--- src/rtl/scene_render_pkg.sv ---
// rtl/scene_render_pkg.sv - raster geometry, palette, pipeline records and CRC helper for scene_renderer.
package scene_render_pkg;

   localparam int H_ACTIVE      = 800;
   localparam int H_FP          = 40;
   localparam int H_SYNC        = 128;
   localparam int H_BP          = 88;
   localparam int V_ACTIVE      = 480;
   localparam int V_FP          = 13;
   localparam int V_SYNC        = 3;
   localparam int V_BP          = 29;
   localparam int GROUND_X      = 104;
   localparam int STRIPE_PERIOD = 28;
   localparam int PIPE_W        = 52;
   localparam int GAP_NEAR      = 80;
   localparam int GAP_FAR       = 220;
   localparam int BIRD_W        = 34;
   localparam int BIRD_H        = 24;

   function automatic int h_total();
      return H_ACTIVE + H_FP + H_SYNC + H_BP;
   endfunction

   function automatic int v_total();
      return V_ACTIVE + V_FP + V_SYNC + V_BP;
   endfunction

   localparam int H_TOTAL = h_total();
   localparam int V_TOTAL = v_total();

   localparam logic [11:0] SKY      = 12'h7CF;
   localparam logic [11:0] GROUND_A = 12'hDB6;
   localparam logic [11:0] GROUND_B = 12'hCA5;
   localparam logic [11:0] PIPE     = 12'h5B3;
   localparam logic [11:0] BIRD_0   = 12'hFD2;
   localparam logic [11:0] BIRD_1   = 12'hFB1;
   localparam logic [11:0] BIRD_2   = 12'hF91;

   typedef enum logic [1:0] {HIT_SKY, HIT_GROUND, HIT_PIPE, HIT_BIRD} hit_e;

   typedef struct packed {
      logic [15:0]       stage_shift;
      logic [1:0]        bird_status;
      logic [15:0]       bird_x;
      logic [15:0]       bird_y;
      logic [2:0][15:0]  pipe_x;
      logic [2:0][15:0]  pipe_y;
   } shadow_t;

   typedef struct packed {
      logic [10:0] h;
      logic [9:0]  v;
      logic        hs;
      logic        vs;
      logic        de;
   } s1_t;

   typedef struct packed {
      logic hs;
      logic vs;
      logic de;
      logic ground;
      logic pipe;
      logic bird;
      logic stripe_a;
   } s2_t;

   typedef struct packed {
      logic        hs;
      logic        vs;
      logic        de;
      logic [11:0] rgb;
   } s3_t;

   function automatic logic signed [16:0] sx17(input logic [15:0] x);
      return {x[15], x};
   endfunction

   // CRC-16-CCITT, 12 data bits shifted in MSB first.
   function automatic logic [15:0] crc16_12(input logic [15:0] crc_in, input logic [11:0] data);
      logic [15:0] c;
      c = crc_in;
      for (int i = 11; i >= 0; i--) begin
         if (c[15] ^ data[i]) c = {c[14:0], 1'b0} ^ 16'h1021;
         else                 c = {c[14:0], 1'b0};
      end
      return c;
   endfunction

endpackage

--- src/rtl/scene_renderer_if.sv ---
// rtl/scene_renderer_if.sv - game-state bus from game logic to the renderer, with new_frame handshake back.
interface scene_renderer_if;
   import scene_render_pkg::*;

   logic [15:0] stage_shift;
   logic [1:0]  bird_status;
   logic [15:0] bird_pos_x;
   logic [15:0] bird_pos_y;
   logic [15:0] pipe1_pos_x;
   logic [15:0] pipe2_pos_x;
   logic [15:0] pipe3_pos_x;
   logic [15:0] pipe1_pos_y;
   logic [15:0] pipe2_pos_y;
   logic [15:0] pipe3_pos_y;
   logic        new_frame;

   modport master (
      output stage_shift, bird_status, bird_pos_x, bird_pos_y,
             pipe1_pos_x, pipe2_pos_x, pipe3_pos_x,
             pipe1_pos_y, pipe2_pos_y, pipe3_pos_y,
      input  new_frame
   );

   modport slave (
      input  stage_shift, bird_status, bird_pos_x, bird_pos_y,
             pipe1_pos_x, pipe2_pos_x, pipe3_pos_x,
             pipe1_pos_y, pipe2_pos_y, pipe3_pos_y,
      output new_frame
   );

endinterface

--- src/rtl/scan_timing.sv ---
// rtl/scan_timing.sv - raster h/v counters, raw sync/enable, new_frame strobe and end-of-frame snapshot strobe.
module scan_timing
   import scene_render_pkg::*;
(
   input  logic        clk,
   input  logic        rstn,
   output logic [10:0] h,
   output logic [9:0]  v,
   output logic        hsync_raw,
   output logic        vsync_raw,
   output logic        de_raw,
   output logic        new_frame,
   output logic        snap
);

   logic [10:0] h_q, h_d;
   logic [9:0]  v_q, v_d;
   logic        new_frame_q, new_frame_d;

   always_ff @(posedge clk) begin
      if (!rstn) begin
         h_q         <= '0;
         v_q         <= '0;
         new_frame_q <= 1'b0;
      end else begin
         h_q         <= h_d;
         v_q         <= v_d;
         new_frame_q <= new_frame_d;
      end
   end

   always_comb begin
      h_d = h_q + 11'd1;
      v_d = v_q;
      if (h_q == 11'(H_TOTAL - 1)) begin
         h_d = '0;
         v_d = (v_q == 10'(V_TOTAL - 1)) ? '0 : v_q + 10'd1;
      end
      // Taken straight from the counters so game logic gets the whole blank.
      new_frame_d = (h_q == '0) && (v_q == 10'(V_ACTIVE));
   end

   assign h         = h_q;
   assign v         = v_q;
   assign hsync_raw = !((h_q >= 11'(H_ACTIVE + H_FP)) && (h_q < 11'(H_ACTIVE + H_FP + H_SYNC)));
   assign vsync_raw = !((v_q >= 10'(V_ACTIVE + V_FP)) && (v_q < 10'(V_ACTIVE + V_FP + V_SYNC)));
   assign de_raw    = (h_q < 11'(H_ACTIVE)) && (v_q < 10'(V_ACTIVE));
   assign new_frame = new_frame_q;
   assign snap      = (h_q == 11'(H_TOTAL - 1)) && (v_q == 10'(V_TOTAL - 1));

endmodule

--- src/rtl/scene_renderer.sv ---
// rtl/scene_renderer.sv - per-frame game-state snapshot and 3-stage sky/ground/pipe/bird compositor.
// Optional frame CRC output enabled by SCENE_FRAME_CRC_EN.
module scene_renderer
   import scene_render_pkg::*;
(
   input  logic            clk,
   input  logic            rstn,
   scene_renderer_if.slave gs,
   output logic            hsync,
   output logic            vsync,
   output logic            de,
   output logic [11:0]     rgb
`ifdef SCENE_FRAME_CRC_EN
   ,
   output logic [15:0]     frame_crc
`endif
);

   localparam logic signed [16:0] GROUND_X_S = 17'(GROUND_X);
   localparam logic signed [16:0] PIPE_W_S   = 17'(PIPE_W);
   localparam logic signed [16:0] GAP_NEAR_S = 17'(GAP_NEAR);
   localparam logic signed [16:0] GAP_FAR_S  = 17'(GAP_FAR);
   localparam logic signed [16:0] BIRD_W_S   = 17'(BIRD_W);
   localparam logic signed [16:0] BIRD_H_S   = 17'(BIRD_H);

   logic [10:0] h_raw;
   logic [9:0]  v_raw;
   logic        hs_raw, vs_raw, de_raw, snap;

   shadow_t shadow_q, shadow_d;
   s1_t     s1_q, s1_d;
   s2_t     s2_q, s2_d;
   s3_t     s3_q, s3_d;

   logic signed [16:0] hs17, vs17, px, py, bx, by;
   logic [16:0]        stripe_r;
   logic               pipe_hit;
   hit_e               cls;
   logic [11:0]        colour;

   scan_timing u_timing (
      .clk       (clk),
      .rstn      (rstn),
      .h         (h_raw),
      .v         (v_raw),
      .hsync_raw (hs_raw),
      .vsync_raw (vs_raw),
      .de_raw    (de_raw),
      .new_frame (gs.new_frame),
      .snap      (snap)
   );

   always_ff @(posedge clk) begin
      if (!rstn) begin
         shadow_q <= '0;
         s1_q     <= '{h: '0, v: '0, hs: 1'b1, vs: 1'b1, de: 1'b0};
         s2_q     <= '{hs: 1'b1, vs: 1'b1, de: 1'b0, ground: 1'b0, pipe: 1'b0, bird: 1'b0, stripe_a: 1'b0};
         s3_q     <= '{hs: 1'b1, vs: 1'b1, de: 1'b0, rgb: '0};
      end else begin
         shadow_q <= shadow_d;
         s1_q     <= s1_d;
         s2_q     <= s2_d;
         s3_q     <= s3_d;
      end
   end

   always_comb begin
      shadow_d = shadow_q;
      if (snap) begin
         shadow_d.stage_shift = gs.stage_shift;
         shadow_d.bird_status = gs.bird_status;
         shadow_d.bird_x      = gs.bird_pos_x;
         shadow_d.bird_y      = gs.bird_pos_y;
         shadow_d.pipe_x      = {gs.pipe3_pos_x, gs.pipe2_pos_x, gs.pipe1_pos_x};
         shadow_d.pipe_y      = {gs.pipe3_pos_y, gs.pipe2_pos_y, gs.pipe1_pos_y};
      end

      s1_d = '{h: h_raw, v: v_raw, hs: hs_raw, vs: vs_raw, de: de_raw};

      hs17 = $signed({6'b0, s1_q.h});
      vs17 = $signed({7'b0, s1_q.v});

      // Row + shift never exceeds 506, so binary-weighted subtraction replaces a divider.
      stripe_r = 17'(vs17 + sx17(shadow_q.stage_shift));
      for (int k = 4; k >= 0; k--) begin
         if (stripe_r >= (17'(STRIPE_PERIOD) << k)) stripe_r = stripe_r - (17'(STRIPE_PERIOD) << k);
      end

      px       = '0;
      py       = '0;
      pipe_hit = 1'b0;
      for (int i = 0; i < 3; i++) begin
         px = sx17(shadow_q.pipe_x[i]);
         py = sx17(shadow_q.pipe_y[i]);
         if ((vs17 >= py) && (vs17 < py + PIPE_W_S) && (hs17 >= GROUND_X_S) &&
             !((hs17 >= px - GAP_FAR_S) && (hs17 <= px - GAP_NEAR_S)))
            pipe_hit = 1'b1;
      end

      bx = sx17(shadow_q.bird_x);
      by = sx17(shadow_q.bird_y);
      s2_d = '{hs: s1_q.hs, vs: s1_q.vs, de: s1_q.de,
               ground:   hs17 < GROUND_X_S,
               pipe:     pipe_hit,
               bird:     (hs17 >= bx) && (hs17 < bx + BIRD_W_S) && (vs17 >= by) && (vs17 < by + BIRD_H_S),
               stripe_a: stripe_r < 17'(STRIPE_PERIOD / 2)};

      cls = s2_q.bird ? HIT_BIRD : s2_q.pipe ? HIT_PIPE : s2_q.ground ? HIT_GROUND : HIT_SKY;
      case (cls)
         HIT_BIRD: begin
            case (shadow_q.bird_status)
               2'b00:   colour = BIRD_0;
               2'b10:   colour = BIRD_2;
               default: colour = BIRD_1;
            endcase
         end
         HIT_PIPE:   colour = PIPE;
         HIT_GROUND: colour = s2_q.stripe_a ? GROUND_A : GROUND_B;
         default:    colour = SKY;
      endcase
      s3_d = '{hs: s2_q.hs, vs: s2_q.vs, de: s2_q.de, rgb: s2_q.de ? colour : 12'h000};
   end

   assign hsync = s3_q.hs;
   assign vsync = s3_q.vs;
   assign de    = s3_q.de;
   assign rgb   = s3_q.rgb;

`ifdef SCENE_FRAME_CRC_EN
   logic        last2_q, last2_d, last3_q, last3_d;
   logic [15:0] crc_acc_q, crc_acc_d, frame_crc_q, frame_crc_d, crc_next;

   always_ff @(posedge clk) begin
      if (!rstn) begin
         last2_q     <= 1'b0;
         last3_q     <= 1'b0;
         crc_acc_q   <= 16'hFFFF;
         frame_crc_q <= '0;
      end else begin
         last2_q     <= last2_d;
         last3_q     <= last3_d;
         crc_acc_q   <= crc_acc_d;
         frame_crc_q <= frame_crc_d;
      end
   end

   always_comb begin
      last2_d     = (s1_q.h == 11'(H_ACTIVE - 1)) && (s1_q.v == 10'(V_ACTIVE - 1));
      last3_d     = last2_q;
      crc_next    = crc16_12(crc_acc_q, s3_q.rgb);
      crc_acc_d   = crc_acc_q;
      frame_crc_d = frame_crc_q;
      if (s3_q.de) begin
         if (last3_q) begin
            frame_crc_d = crc_next;
            crc_acc_d   = 16'hFFFF;
         end else begin
            crc_acc_d   = crc_next;
         end
      end
   end

   assign frame_crc = frame_crc_q;
`endif

endmodule

--- src/flat_wrapper.sv ---
// flat-port wrapper written by rule: the top's interface ports become plain ports
module scene_renderer_flat import scene_render_pkg::*;
  (clk, rstn, hsync, vsync, de, rgb, gs_stage_shift, gs_bird_status, gs_bird_pos_x, gs_bird_pos_y, gs_pipe1_pos_x, gs_pipe2_pos_x, gs_pipe3_pos_x, gs_pipe1_pos_y, gs_pipe2_pos_y, gs_pipe3_pos_y, gs_new_frame);
  scene_renderer_if gs_i ();
  input  logic clk;
  input  logic rstn;
  output logic hsync;
  output logic vsync;
  output logic de;
  output logic [11:0] rgb;
  input wire logic [$bits(gs_i.stage_shift)-1:0] gs_stage_shift;
  input wire logic [$bits(gs_i.bird_status)-1:0] gs_bird_status;
  input wire logic [$bits(gs_i.bird_pos_x)-1:0] gs_bird_pos_x;
  input wire logic [$bits(gs_i.bird_pos_y)-1:0] gs_bird_pos_y;
  input wire logic [$bits(gs_i.pipe1_pos_x)-1:0] gs_pipe1_pos_x;
  input wire logic [$bits(gs_i.pipe2_pos_x)-1:0] gs_pipe2_pos_x;
  input wire logic [$bits(gs_i.pipe3_pos_x)-1:0] gs_pipe3_pos_x;
  input wire logic [$bits(gs_i.pipe1_pos_y)-1:0] gs_pipe1_pos_y;
  input wire logic [$bits(gs_i.pipe2_pos_y)-1:0] gs_pipe2_pos_y;
  input wire logic [$bits(gs_i.pipe3_pos_y)-1:0] gs_pipe3_pos_y;
  output wire logic [$bits(gs_i.new_frame)-1:0] gs_new_frame;
  assign gs_i.stage_shift = gs_stage_shift;
  assign gs_i.bird_status = gs_bird_status;
  assign gs_i.bird_pos_x = gs_bird_pos_x;
  assign gs_i.bird_pos_y = gs_bird_pos_y;
  assign gs_i.pipe1_pos_x = gs_pipe1_pos_x;
  assign gs_i.pipe2_pos_x = gs_pipe2_pos_x;
  assign gs_i.pipe3_pos_x = gs_pipe3_pos_x;
  assign gs_i.pipe1_pos_y = gs_pipe1_pos_y;
  assign gs_i.pipe2_pos_y = gs_pipe2_pos_y;
  assign gs_i.pipe3_pos_y = gs_pipe3_pos_y;
  assign gs_new_frame = gs_i.new_frame;
  scene_renderer u_core (.clk(clk), .rstn(rstn), .gs(gs_i), .hsync(hsync), .vsync(vsync), .de(de), .rgb(rgb));
endmodule
--- config.mk ---
export PLATFORM = sky130hd
export DESIGN_NAME = scene_renderer_flat
export DESIGN_NICKNAME = d
export VERILOG_FILES = /design/src/rtl/scene_render_pkg.sv /design/src/rtl/scene_renderer_if.sv /design/src/rtl/scan_timing.sv /design/src/rtl/scene_renderer.sv /design/src/flat_wrapper.sv
export SDC_FILE = /design/constraint.sdc
export NUM_CORES = 1
export LEC_CHECK = 0
export CAP_MARGIN = 20
export CORE_ASPECT_RATIO = 1.5
export CORE_UTILIZATION = 50
export CTS_CLUSTER_SIZE = 30
export DETAILED_ROUTE_END_ITERATION = 10
export GPL_TIMING_DRIVEN = 0
export PLACE_DENSITY = 0.82
export SETUP_SLACK_MARGIN = 0.02
export SLEW_MARGIN = 20
export SYNTH_ARGS = -nofsm -noshare
export SYNTH_HDL_FRONTEND = slang
export SYNTH_HIERARCHICAL = 1
export SYNTH_SLANG_ARGS = --single-unit
--- constraint.sdc ---
create_clock -name clk -period 8.7 [get_ports clk]
set_input_delay 1.74 -clock clk [delete_from_list [all_inputs] [get_ports clk]]
set_output_delay 1.74 -clock clk [all_outputs]
set_load 0.01 [all_outputs]
# Word level (Yosys, flattened, before mapping)
# Cells that the tools add are included.
dict set report word_totals {
  regBits 214
  elab_cells 130
}
dict set report classes {
  add_sub_neg 19
  mux 15
  n_reduce_logical 29
  order_cmp 30
  n_eq_ne 7
  bitwise_logic 1
}
# op n
set op_table {}
lappend op_table {{2-to-1 mux 17 bit} 5}
lappend op_table {{adder 16 x 7 -> 17 bit, second input constant} 4}
lappend op_table {{less-than comparator 11 x 17 -> 1 bit} 4}
lappend op_table {{greater-or-equal comparator 11 x 16 -> 1 bit} 4}
lappend op_table {{greater-or-equal comparator 12 x 17 -> 1 bit} 3}
lappend op_table {{less-or-equal comparator 12 x 17 -> 1 bit} 3}
lappend op_table {{subtractor 16 x 8 -> 17 bit, second input constant} 3}
lappend op_table {{subtractor 16 x 9 -> 17 bit, second input constant} 3}
lappend op_table {{case mux 12 bit (3 select lines)} 1}
lappend op_table {{less-than comparator 11 x 10 -> 1 bit, second input constant} 2}
lappend op_table {{logical AND 1 bit} 20}
lappend op_table {{less-than comparator 10 x 9 -> 1 bit, second input constant} 2}
lappend op_table {{adder 11 x 16 -> 17 bit} 1}
lappend op_table {{adder 16 x 6 -> 17 bit, second input constant} 1}
lappend op_table {{greater-or-equal comparator 17 x 5 -> 1 bit, second input constant} 1}
lappend op_table {{greater-or-equal comparator 17 x 6 -> 1 bit, second input constant} 1}
lappend op_table {{greater-or-equal comparator 17 x 7 -> 1 bit, second input constant} 1}
lappend op_table {{greater-or-equal comparator 17 x 8 -> 1 bit, second input constant} 1}
lappend op_table {{greater-or-equal comparator 17 x 9 -> 1 bit, second input constant} 1}
lappend op_table {{less-than comparator 12 x 17 -> 1 bit} 1}
lappend op_table {{less-than comparator 17 x 4 -> 1 bit, second input constant} 1}
lappend op_table {{subtractor 17 x 5 -> 17 bit, second input constant} 1}
lappend op_table {{subtractor 17 x 6 -> 17 bit, second input constant} 1}
lappend op_table {{subtractor 17 x 7 -> 17 bit, second input constant} 1}
lappend op_table {{other kinds (25)} 35}

# Depth between registers and ports, before layout
dict set report logic_depth {
  word_depth 12
  mapped_depth 37
  mapped_depth_nobuf 34
}

# Hierarchy
# Netlist, hierarchy kept.
# module instances cells_each area_per_inst_um2 seq_area_each_um2
set by_module_without_submodules {}
lappend by_module_without_submodules {scene_renderer 1 1798 15397.3 3823.7}
lappend by_module_without_submodules {scan_timing 1 137 1172.4 440.4}

# Worst setup path after synthesis
# OpenSTA, ideal clock, no wires.
dict set report synth_timing {
  path_type {reg2reg}
  from {reg u_core/s1_q[11] (netlist bit)}
  to {reg u_core/s2_q[0] (netlist bit)}
  t_arrival_ps 7749
  required_ps 8597
  setup_ps 103
  path_slack_ps 848
  stages_incl_launch_ff 34
  path_buffers 5
  period_less_slack_ps 7852
  cell_sequence {dfxtp_1 > ha_1 > buf_6 > a211oi_2 > o22ai_2 > a2111o_1 > a22o_1 > a21o_2 > nor3_4 > buf_6 > xnor2_2 > ha_1 > inv_1 > nor3_2 > clkbuf_1 > and2_1 > o211ai_1 > a32o_1 > nor4_4 > xnor2_1 > ha_1 > clkbuf_1 > nand2_1 > mux2i_2 > nor4_4 > and2_1 > buf_2 > nor2_1 > nor2_1 > ha_1 > and3_1 > o41ai_1 > a21bo_1 > a2111oi_2}
}
dict set report synth_via {
  elab_chain_cells 12
  word_cells_on_any_way 17
}
# element line_no
set synth_rtl {}
lappend synth_rtl {{start: declaration} scene_renderer.sv:31} ;# s1_t s1_q, s1_d;
lappend synth_rtl {{start signal: assignment} scene_renderer.sv:56} ;# s1_q <= '{h: '0, v: '0, hs: 1'b1, vs: 1'b1, de: 1'b0};
lappend synth_rtl {{adder 11 x 16 -> 17 bit (*)} scene_renderer.sv:84} ;# stripe_r = 17'(vs17 + sx17(shadow_q.stage_shift));
lappend synth_rtl {{subtractor 17 x 9 -> 17 bit or greater-or-equal comparator 17 x 9 -> 1 bit (tied branches)} scene_renderer.sv:86} ;# if (stripe_r >= (17'(STRIPE_PERIOD) << k)) stripe_r = stripe_r - (17'(STRIPE_PERIOD) << k);
lappend synth_rtl {{2-to-1 mux 17 bit (*)} scene_renderer.sv:86}
lappend synth_rtl {{subtractor 17 x 8 -> 17 bit or greater-or-equal comparator 17 x 8 -> 1 bit (tied branches)} scene_renderer.sv:86}
lappend synth_rtl {{2-to-1 mux 17 bit (*)} scene_renderer.sv:86}
lappend synth_rtl {{subtractor 17 x 7 -> 17 bit or greater-or-equal comparator 17 x 7 -> 1 bit (tied branches)} scene_renderer.sv:86}
lappend synth_rtl {{2-to-1 mux 17 bit (*)} scene_renderer.sv:86}
lappend synth_rtl {{subtractor 17 x 6 -> 17 bit or greater-or-equal comparator 17 x 6 -> 1 bit (tied branches)} scene_renderer.sv:86}
lappend synth_rtl {{2-to-1 mux 17 bit (*)} scene_renderer.sv:86}
lappend synth_rtl {{subtractor 17 x 5 -> 17 bit or greater-or-equal comparator 17 x 5 -> 1 bit (tied branches)} scene_renderer.sv:86}
lappend synth_rtl {{2-to-1 mux 17 bit (*)} scene_renderer.sv:86}
lappend synth_rtl {{less-than comparator 17 x 4 -> 1 bit (*)} scene_renderer.sv:106} ;# stripe_a: stripe_r < 17'(STRIPE_PERIOD / 2)};
lappend synth_rtl {{end signal: assignment} scene_renderer.sv:57} ;# s2_q <= '{hs: 1'b1, vs: 1'b1, de: 1'b0, ground: 1'b0, pipe: 1'b0, bird: 1'b0, stripe_a: 1'b0};
lappend synth_rtl {{end: declaration} scene_renderer.sv:32} ;# s2_t s2_q, s2_d;
# Mark *: on every way between the ends. The rest lies on a longest branch, timed or not.
# A chain may end at the register's enable or synchronous reset.

# Worst setup path in the final report
dict set report layout_timing {
  from {reg u_core/s1_q[3] (netlist bit)}
  to {reg u_core/s2_q[0] (netlist bit)}
}
# The elaborated chain is that of the path after synthesis.

==> key figures <==
Placement
  • Gpl congestion: 0.989
  • Port Buffers: 162
  • Worst slack at placement: -0.830 ns
  • Hpwl dp: ~37,000 um
  • Placed insts: 2,512

Floorplanning
  • Die ar.: 33,900 um^2
  • Die X: between 150 and 200 um
  • Core Rows: 81
  • Initial Util: 0.508
  • Die Ht: 225 um
  • Core ar.: 32,600 um^2
  • Boundary pin count: 164

Layout
  • Fillers: 2,812
  • Layout Area Growth over Synthesis: 18.5%
  • Fin cells: around 2,600
  • Multi-input logic area: approximately 12,000 um^2
  • Sequential cell area: around 4300 um^2
  • Share of post-route cells with drive strength above 1: 0.0645
  • Fin nets: 2,467

GRT
  • Overflow left after global routing: 0
  • Vias in the first global route: 14,900
  • First-pass GRT wire length: between 70,000 and 80,000 um
  • Gr usage total: 0.278
  • Largest net degree at the start of global routing: 16
  • Initial antenna violation count: 2

Logic synthesis
  • Most used DFF post-synth: dfxtp_1
  • Synth area leader: dfxtp_1
  • Post-synth top area share: 0.257
  • Synth warn: 6
  • Mapped cell area: 16,600 um^2
  • Cells taking the most area after synthesis: dfxtp_1, ha_1, mux2i_1
  • Mapped Cells: 1,935
  • Seq/Total Area, Yosys: 0.257
  • Mapped Nets: ~2,300
  • Synth cell count leaders: dfxtp_1, ha_1, nor2b_1, mux2i_1, inv_1
  • Number of synthesized flops with an enable pin: 0
  • Post-synthesis cell type count: 101
  • Synth async-reset ratio: 0
  • Avg Cell Area, Syn: 8.56 um^2
  • Synth Register Bits: between 200 and 250
  • Count leader, synth: dfxtp_1

Critical path
  • Worst r2r path cells: 30
  • Setup crit start kind: flop
  • Slowest-stage cell, CP: a221oi_2
  • Slowest stage delay, CP: between 0.6 and 0.7 ns
  • Worst endpoint required time: approximately 9.1 ns
  • Critical Path AT: 8.62 ns
  • Element type at the critical path end: flop
  • Setup slack, reg-to-reg: about 0.49 ns
  • R2r startpoint: u_core/s1_q[3]$_SDFF_PN0_
  • RR Endpoint: u_core/s2_q[0]$_SDFF_PN0_
  • CP Max Fanout: 10
  • Crit path kind: flop to flop

Clock network
  • CTS tree: built
  • Worst-Skew Late Latency: 0.52 ns
  • H-tree depth: 1
  • Clock tree sinks: 213
  • CTS Buf Count: 21
  • Hold Buf Count CTS: 0
  • Clock Tree Root: clkbuf_16
  • Clock Path Buffers: 3
  • Reg clk slew, reported paths: roughly 0.07 ns

Power
  • P per Cell Area: 104 nW/um^2
  • Logic pwr share: 0.068
  • P_leak: between 7 and 8 nW
  • Worst ir drop on vdd: around 230 uV
  • Sw frac: 0.220
  • NetSw: 0.450 mW
  • Clock power share: 0.451
  • Cell-internal power: 1.60 mW
  • Sequential Power Share: 0.480

Route
  • Via/cell ratio: roughly 5.9
  • Routed Antenna Nets: 0
  • DRT Pass-1 Iters: 5
  • DR iter-0 viols: 702
  • Vias: between 10,000 and 15,000
  • Final wirelength: 46,900 um
  • # DRC: 0
  • Drt wl/cell: 18.3 um

STA
  • Highest clock rate: 122 MHz
  • Max-slew violation total from the final report: 0
  • Final setup vio count: 0
  • Actual slew at the worst max-slew pin: between 1 and 1.5 ns
  • RSZ-0062 raised after global routing: false
  • Worst Skew: 0.00906 ns
  • Worst slew margin: 0.304
  • Min Tclk post-route: 8.21 ns
  • Final Worst Setup Slack: a little under 0.5 ns
  • Hold Violations, Final: 0
  • Fin crit share: 0.943

Hold path
  • WHS Path Cells: 1
  • WHS Endpoint: u_core/s2_q[6]$_SDFF_PN1_
  • Class of the worst hold path: flop to flop
  • Critical hold path startpoint: u_core/s1_q[2]$_SDFF_PN1_

Flow run
  • Max Cap Viol: 0

Run status
  • Status: completed
[placed cells by master, fill, tap and decap left out, drive strengths merged, types with 7 or more instances in the layout]
cell type        n
a211oi          15
a21o            21
a21oi          115
a31oi           18
and2            33
and3            14
buf             34
clkbuf          72
clkdlybuf4s50  162
dfxtp          213
ha             191
inv            118
mux2             8
mux2i          159
nand2           87
nand2b          57
nand3           54
nand4           25
nor2            89
nor2b          188
nor3            46
nor4            26
o2111ai          7
o211ai          12
o21a             7
o21ai           92
or2              8
or3             15
or4              8
xnor2           78
xor2            39
[cell families after synthesis]
| logic type | share of synthesized area |
|---|---|
| DFF | 0.257 |
| buffers and inverters | 0.0451 |
| and+or+nand+nor | 0.233 |
| xor gates and xnor gates | 0.0632 |
| muxes | 0.102 |
| AOI/OAI and AO/OA | 0.154 |
| adders and majority gates | 0.145 |
[power by group through the flow]
stage                     logic, mW  registers [mW]  clock network (mW)
after global placement        0.137            1.01                   0
final                         0.140           0.984               0.925
after global routing          0.149           0.984               0.979
after CTS                     0.140           0.984               0.943
after detailed placement      0.139            1.01                   0
after floorplan              0.0434            1.01                   0
[metal layers]
layer	track usage	wire length [um]	vias to the layer above
li1	-	-	7300
met1	0.302	17900	7060
met2	0.519	24400	470
met3	0.0304	2240	135
met4	0.146	2450	2
met5	0	11	-
[per-stage QoR]
step / total power [mW] / TNS, ns / util / hold slack (ns) / instance area, um^2
detailed placement: 1.14 / -0.830 / 0.573 / 0.396 / 18700
global route: 2.11 / 0 / 0.602 / 0.421 / 19600
floorplan: 1.05 / 0 / - / 0.386 / 16600
finish: 2.05 / 0 / 0.602 / 0.412 / 19600
CTS: 2.07 / 0 / 0.598 / 0.411 / 19500
global placement: 1.14 / -0.852 / 0.573 / 0.390 / 18700
[cell type report]
| class | count | share of cell area |
|---|---|---|
| Multi-Input combinational cell | 1534 | 0.597 |
| Sequential cell | 213 | 0.218 |
| Timing Repair Buffer | 171 | 0.0860 |
| Clock buffer | 28 | 0.0296 |
| Tap cell | 415 | 0.0265 |
| Inverter | 117 | 0.0224 |
| Buffer | 69 | 0.0155 |
| Clock inverter | 9 | 0.00535 |
| Antenna cell | 1 | 0.000127 |
[sequential cells by signal (all words and copies together), names as in the netlist]
name / count
u_core/bx: 16
u_core/by: 16
u_core/de: 1
u_core/hs17: 11
u_core/hsync: 1
u_core/px: 16
u_core/py: 16
u_core/rgb: 11
u_core/s1_q: 13
u_core/s2_q: 7
u_core/shadow_q: 82
u_core/u_timing/h: 11
u_core/u_timing/new_frame: 1
u_core/u_timing/v: 10
u_core/vsync: 1
[worst max-delay path, delay by kind of cell, from the launching register on]
| kind | cells | cell delay [ns] |
|---|---|---|
| AOI/OAI and AO/OA | 10 | 2.96 |
| xor gates and xnor gates | 2 | 0.63 |
| adders and majority gates | 4 | 1.22 |
| buffers and inverters | 4 | 0.52 |
| DFF | 1 | 0.39 |
| muxes | 2 | 0.42 |
| and+or+nand+nor | 8 | 1.94 |
[worst max path at each step]
stage                                    start                   endpoint  slack (ns)  depth (start not counted)
global route         u_core/s1_q[3]$_SDFF_PN0_  u_core/s2_q[0]$_SDFF_PN0_        0.07                         36
finish               u_core/s1_q[3]$_SDFF_PN0_  u_core/s2_q[0]$_SDFF_PN0_        0.49                         30
CTS                  u_core/s1_q[3]$_SDFF_PN0_  u_core/s2_q[0]$_SDFF_PN0_        0.04                         37
detailed placement   u_core/s1_q[7]$_SDFF_PN0_  u_core/s2_q[0]$_SDFF_PN0_       -0.83                         33
global placement    u_core/s1_q[10]$_SDFF_PN0_  u_core/s2_q[0]$_SDFF_PN0_       -0.85                         31
floorplan           u_core/s1_q[11]$_SDFF_PN0_  u_core/s2_q[0]$_SDFF_PN0_        0.85                         33
[what timing repair did]
| action | CTS | global route |
|---|---|---|
| pin swaps | 4 | 5 |
| resized for setup | 19 | 20 |
| setup endpoints to repair | 1 | 1 |
| cloned | 0 | 0 |
| setup buffers | 7 | 2 |
(Power assumes the default switching activity.)
